## src/rtl/arb_pkg.sv

```systemverilog
// Shared types and the reference round-robin pick function for the request arbiter.
package arb_pkg;

   typedef enum logic [1:0] {IDLE, GRANT, GAP} arb_state_t;

   localparam int MAX_N = 16;

   // Winner is the first set bit scanning last_id+1, last_id+2, ... modulo n.
   function automatic logic [3:0] rr_next(input logic [MAX_N-1:0] req,
                                          input logic [3:0]       last_id,
                                          input int               n);
      logic [3:0] win;
      logic       found;
      int         idx;
      win   = '0;
      found = 1'b0;
      for (int k = 1; k <= MAX_N; k++) begin
         if (k <= n) begin
            idx = {28'd0, last_id} + k;
            if (idx >= n) idx = idx - n;
            if (!found && req[idx[3:0]]) begin
               win   = idx[3:0];
               found = 1'b1;
            end
         end
      end
      return win;
   endfunction

endpackage

```

## src/rtl/rr_req_arbiter_pick.sv

```systemverilog
// Rotating priority encoder: lowest priority goes to last_id, highest to last_id+1.
module rr_pick
   import arb_pkg::*;
#(
   parameter int N = 4,
   localparam int IDW = $clog2(N)
) (
   input  logic [N-1:0]   req,
   input  logic [IDW-1:0] last_id,
   output logic [IDW-1:0] winner,
   output logic           any
);

   always_comb begin
      logic found;
      int   idx;
      winner = '0;
      found  = 1'b0;
      idx    = 0;
      for (int k = 1; k <= N; k++) begin
         idx = {{(32-IDW){1'b0}}, last_id} + k;
         if (idx >= N) idx = idx - N;
         if (!found && req[idx[IDW-1:0]]) begin
            winner = idx[IDW-1:0];
            found  = 1'b1;
         end
      end
      any = |req;
   end

endmodule

```

## src/rtl/rr_req_arbiter.sv

```systemverilog
// Round-robin req/gnt arbiter with registered one-hot grant and bounded hold time.
//  state | meaning
//  IDLE  | no owner; arbitrate any pending request on the next edge
//  GRANT | one owner holds gnt; release, hand over back-to-back, or time out
//  GAP   | one dead cycle after a forced release, timeout pulse high
module rr_req_arbiter
   import arb_pkg::*;
#(
   parameter int N        = 4,
   parameter int HOLD_MAX = 8,
   localparam int IDW     = $clog2(N)
) (
   input  logic           clk,
   input  logic           rst,
   input  logic [N-1:0]   req,
   output logic [N-1:0]   gnt,
   output logic [IDW-1:0] gnt_id,
   output logic           gnt_vld,
   output logic           timeout
);

   localparam int HCW = (HOLD_MAX > 1) ? $clog2(HOLD_MAX) : 1;
   localparam logic [HCW-1:0] HOLD_LAST = HCW'(HOLD_MAX - 1);

   arb_state_t     r_state;
   logic [N-1:0]   r_gnt;
   logic [IDW-1:0] r_gnt_id;
   logic [IDW-1:0] r_last_id;
   logic [HCW-1:0] r_hold_cnt;
   logic           r_gnt_vld;
   logic           r_timeout;
   logic [IDW-1:0] w_winner;
   logic           w_any;
   logic [N-1:0]   w_win_oh;

   rr_pick #(.N(N)) u_pick (
      .req     (req),
      .last_id (r_last_id),
      .winner  (w_winner),
      .any     (w_any)
   );

   assign w_win_oh = N'(1) << w_winner;

   always_ff @(posedge clk or posedge rst) begin
      if (rst) begin
         r_state    <= IDLE;
         r_gnt      <= '0;
         r_gnt_id   <= '0;
         r_gnt_vld  <= 1'b0;
         r_timeout  <= 1'b0;
         r_hold_cnt <= '0;
         r_last_id  <= IDW'(N - 1);
      end else begin
         r_timeout <= 1'b0;
         case (r_state)
            IDLE: begin
               if (w_any) begin
                  r_gnt      <= w_win_oh;
                  r_gnt_id   <= w_winner;
                  r_gnt_vld  <= 1'b1;
                  r_last_id  <= w_winner;
                  r_hold_cnt <= '0;
                  r_state    <= GRANT;
               end
            end
            GRANT: begin
               // Owner's req is already low here, so the picker cannot re-select it.
               if (!req[r_gnt_id]) begin
                  if (w_any) begin
                     r_gnt      <= w_win_oh;
                     r_gnt_id   <= w_winner;
                     r_last_id  <= w_winner;
                     r_hold_cnt <= '0;
                  end else begin
                     r_gnt     <= '0;
                     r_gnt_vld <= 1'b0;
                     r_state   <= IDLE;
                  end
               end else if (r_hold_cnt == HOLD_LAST) begin
                  r_gnt     <= '0;
                  r_gnt_vld <= 1'b0;
                  r_timeout <= 1'b1;
                  r_state   <= GAP;
               end else begin
                  r_hold_cnt <= r_hold_cnt + HCW'(1);
               end
            end
            GAP:     r_state <= IDLE;
            default: r_state <= IDLE;
         endcase
      end
   end

   assign gnt     = r_gnt;
   assign gnt_id  = r_gnt_id;
   assign gnt_vld = r_gnt_vld;
   assign timeout = r_timeout;

endmodule

```

## config.mk

```make
export PLATFORM = sky130hd
export DESIGN_NAME = rr_req_arbiter
export DESIGN_NICKNAME = d
export VERILOG_FILES = /design/src/rtl/arb_pkg.sv /design/src/rtl/rr_req_arbiter_pick.sv /design/src/rtl/rr_req_arbiter.sv
export SDC_FILE = /design/constraint.sdc
export NUM_CORES = 1
export LEC_CHECK = 0
export ABC_AREA = 1
export BUFFER_PORTS_ARGS = -buffer_cell sky130_fd_sc_hd__buf_2
export CAP_MARGIN = 0
export CORE_UTILIZATION = 30
export CTS_BUF_LIST = sky130_fd_sc_hd__clkbuf_16
export CTS_CLUSTER_SIZE = 25
export DETAILED_ROUTE_END_ITERATION = 6
export PLACE_DENSITY_LB_ADDON = 0.25
export SLEW_MARGIN = 0
export SYNTH_ARGS = -nofsm -noshare
export SYNTH_HDL_FRONTEND = slang
export SYNTH_SLANG_ARGS = --single-unit
```

## constraint.sdc

```tcl
create_clock -name clk -period 1.8 [get_ports clk]
set_input_delay 0.36 -clock clk [delete_from_list [all_inputs] [get_ports clk]]
set_output_delay 0.36 -clock clk [all_outputs]
set_load 0.02 [all_outputs]
```

==> metrics <==
outcome=finished, final reports clean; clk_skew=2.488 ps; Unique masters post-synth=23; most frequent cell after synthesis=nand2_1; capturing element type of the critical path=flip-flop; CP Data Required Time=1930 ps; DIE WIDTH=about 60 um; layout cells sized above 1=approximately 36%; Post-Syn Nets=between 100 and 150; EDFF count, synth=0; drt drc=0; Die Y=~60 um; peak supply drop=approximately 0.00075 V; # diodes=0; Max-cap violations=0; H-tree levels=1; post-synthesis sequential area ratio=a little under two fifths; CP Class=reg2reg; slowest CP cell=dfstp_2; die area=3567 um^2; Startpoint Class=flip-flop; antenna violations before repair=0; worst-path fanout max=7; largest net degree at the start of global routing=16; Routed WL=roughly 2.1 mm; First-pass DRT Iterations=4; Seq cells post-synth=15; clk_lat worst skew=approximately 250 ps; Root Buffer Master=clkbuf_16; commonest cells in the netlist=52 x nand2_1, 13 x dfrtp_1, 13 x nand2_2; Mean Syn Cell Area=approximately 7.3 um^2; fmax=around 0.60 GHz; ranking of synthesized cells by area=dfrtp_1 33%, nand2_1 20%, nand2_2 8.1%, dfstp_2 5.3%, inv_1 3.4%; clock net sink count=15; clock transition at the registers of the reported paths=50 ps; Worst path most repeated cell=nand2_1; ys async rst share=100.0%; worst hold-check path type=in2async; Synth top area share=between 30% and 40%; Overall Global Routing Usage=between 10% and 20%; Lkg Pwr=approximately 0.67 nW; crit path time final=1675 ps; setup_tns=0 ps; post-layout util=39.72%; fin crit share=a little over 90%; fin cells=200; post-layout instance area=about 1200 um^2; core area=~3100 um^2; Area Growth Syn to Fin=23.28%; post-synth top area cell=dfrtp_1; crit-path max cell delay=600 ps; initial DRC count=33; Final nets=165; CP arrival=around 1800 ps; first-pass GRT wire length=about 3.5 mm; Final Setup Violations=0; total grt overflow=0; io pins=14; slew margin rel.=62.22%; Mapped Cells=~140; PD cells=between 2000 and 2500 nW/um^2; RD Place Congestion=0.7747; Core Rows=20; clk buf depth=2; Tightest Pin Transition=566.1 ps; RSZ-0062 raised after global routing=no; CTS tree=yes; Critical Path, Cell by Cell=buf_6, nand2_2, nand2_1, nand2_1, nand2_2, nor2_8, nand2_1, nand2_2, nand2_1, nand2_2, nand2_1, o21ai_1; drt via density=4.515; Placed Cells=~200; number of global-route vias before repair=about 830; Vias=~900; antenna-violating nets left=0; main flop type after synthesis=dfrtp_1; CTS Hold Bufs=0; Final Hold Fails=0; Placed Instance Area=approximately 1100 um^2; Yosys warnings=0; Cell Area, Synth=approximately 1000 um^2; WL per Instance=about 11 um; cts bufs inserted=3; DP HPWL=1.683 mm; Max Transition Viols Final=0; initial core utilization=approximately a third; Port Buf Inserts=13
==> cell families (layout without fill, tap and decap cells) <==
kind of cell,Yosys count,in the layout,share of synthesized area (%)
buffers and inverters,16,35,6.758
adders and majority gates,2,2,2.503
and+or+nand+nor,89,89,44.56
AOI/OAI and AO/OA,15,15,8.386
DFF,15,15,37.80
==> layout by cell type (no fill, tap or decap) <==
master,instances
nand2_1,49
nand2_2,16
dfrtp_1,13
buf_2,13
inv_1,10
nor2_1,7
o21ai_1,6
inv_2,5
nand3_1,5
a21oi_1,3
nand2_4,3
clkbuf_16,3
nor2_4,2
nor2_2,2
a21oi_2,2
o21ai_0,2
ha_1,2
buf_4,2
dfstp_2,2
nor4_1,1
inv_4,1
a31oi_1,1
nor2_8,1
nand3_2,1
nand4_2,1
o21ai_2,1
nor3_1,1
buf_6,1
==> flip-flops by register name, indices dropped and copies added, names as in the netlist <==
signal / count
gnt: 4
gnt_id: 2
gnt_vld: 1
timeout: 1
r_last_id: 2
r_state: 2
r_hold_cnt: 3
==> cell type report <==
cell class                      instances  area (um^2)
Fill cell                             348         1871
Multi-Input combinational cell        106        570.5
Sequential cell                        15        377.9
Timing Repair Buffer                   16        91.34
Clock buffer                            3        75.07
Inverter                               15        58.81
Tap cell                               44        55.05
Clock inverter                          1        3.754
==> path summary, 6_finish.rpt <==
path / startpoint / endpoint / slack (ps) / cells after the start
worst max-delay path: r_last_id[0]$_DFFE_PP1P_ / gnt_id[1]$_DFFE_PP0P_ / 120 / 12
worst min-delay path: rst / gnt[2]$_DFFE_PP0P_ / 160 / 2
worst max register to register: r_last_id[0]$_DFFE_PP1P_ / gnt_id[1]$_DFFE_PP0P_ / 120 / 12
worst min register to register: gnt[3]$_DFFE_PP0P_ / gnt[3]$_DFFE_PP0P_ / 480 / 2
max in group asynchronous: rst / r_last_id[0]$_DFFE_PP1P_ / 1260 / 2
min in group clk: gnt[3]$_DFFE_PP0P_ / gnt[3]$_DFFE_PP0P_ / 480 / 2
==> metrics by stage <==
stage / setup WS [ps] / hold WS [ps] / total power, W
6_report: 124.7 / 159.6 / 0.002700
5_1_grt: 3.818 / 222.2 / 0.002974
4_1_cts: 95.56 / 185.6 / 0.002664
3_5_place_dp: 120.7 / 447.6 / 0.002220
3_3_place_gp: 125.0 / 447.6 / 0.002193
2_1_floorplan: 325.8 / 260.0 / 0.001890
==> report_power, final <==
| group | switching, W | internal [W] |
|---|---|---|
| combinational | 0.00109 | 0.000564 |
| sequential | 0.000119 | 0.000505 |
| clock | 0.000133 | 0.000294 |
==> timing repair <==
action | CTS | global route
resized for setup | 0 | 7
setup buffers | 0 | 1
setup endpoints to repair | 0 | 3
==> worst max-delay path, delay by kind of cell, from the launching register on <==
kind,cells,cell delay (ps)
flops,1,600
compound gates,1,60
simple gates,10,730
buf+inv,1,150
==> layer usage <==
layer | wire length (um) | track usage, % | vias up | share of wire [%]
met2 | 1080 | 23.17 | 10 | 50
met3 | 47 | 2.165 | 5 | 2.2
met4 | 46 | 6.977 | 0 | 2.1
met1 | 972 | 16.19 | 417 | 45
li1 | - | - | 471 | -
met5 | 0 | 0 | - | 0
Power figures use the tool's default switching activity.
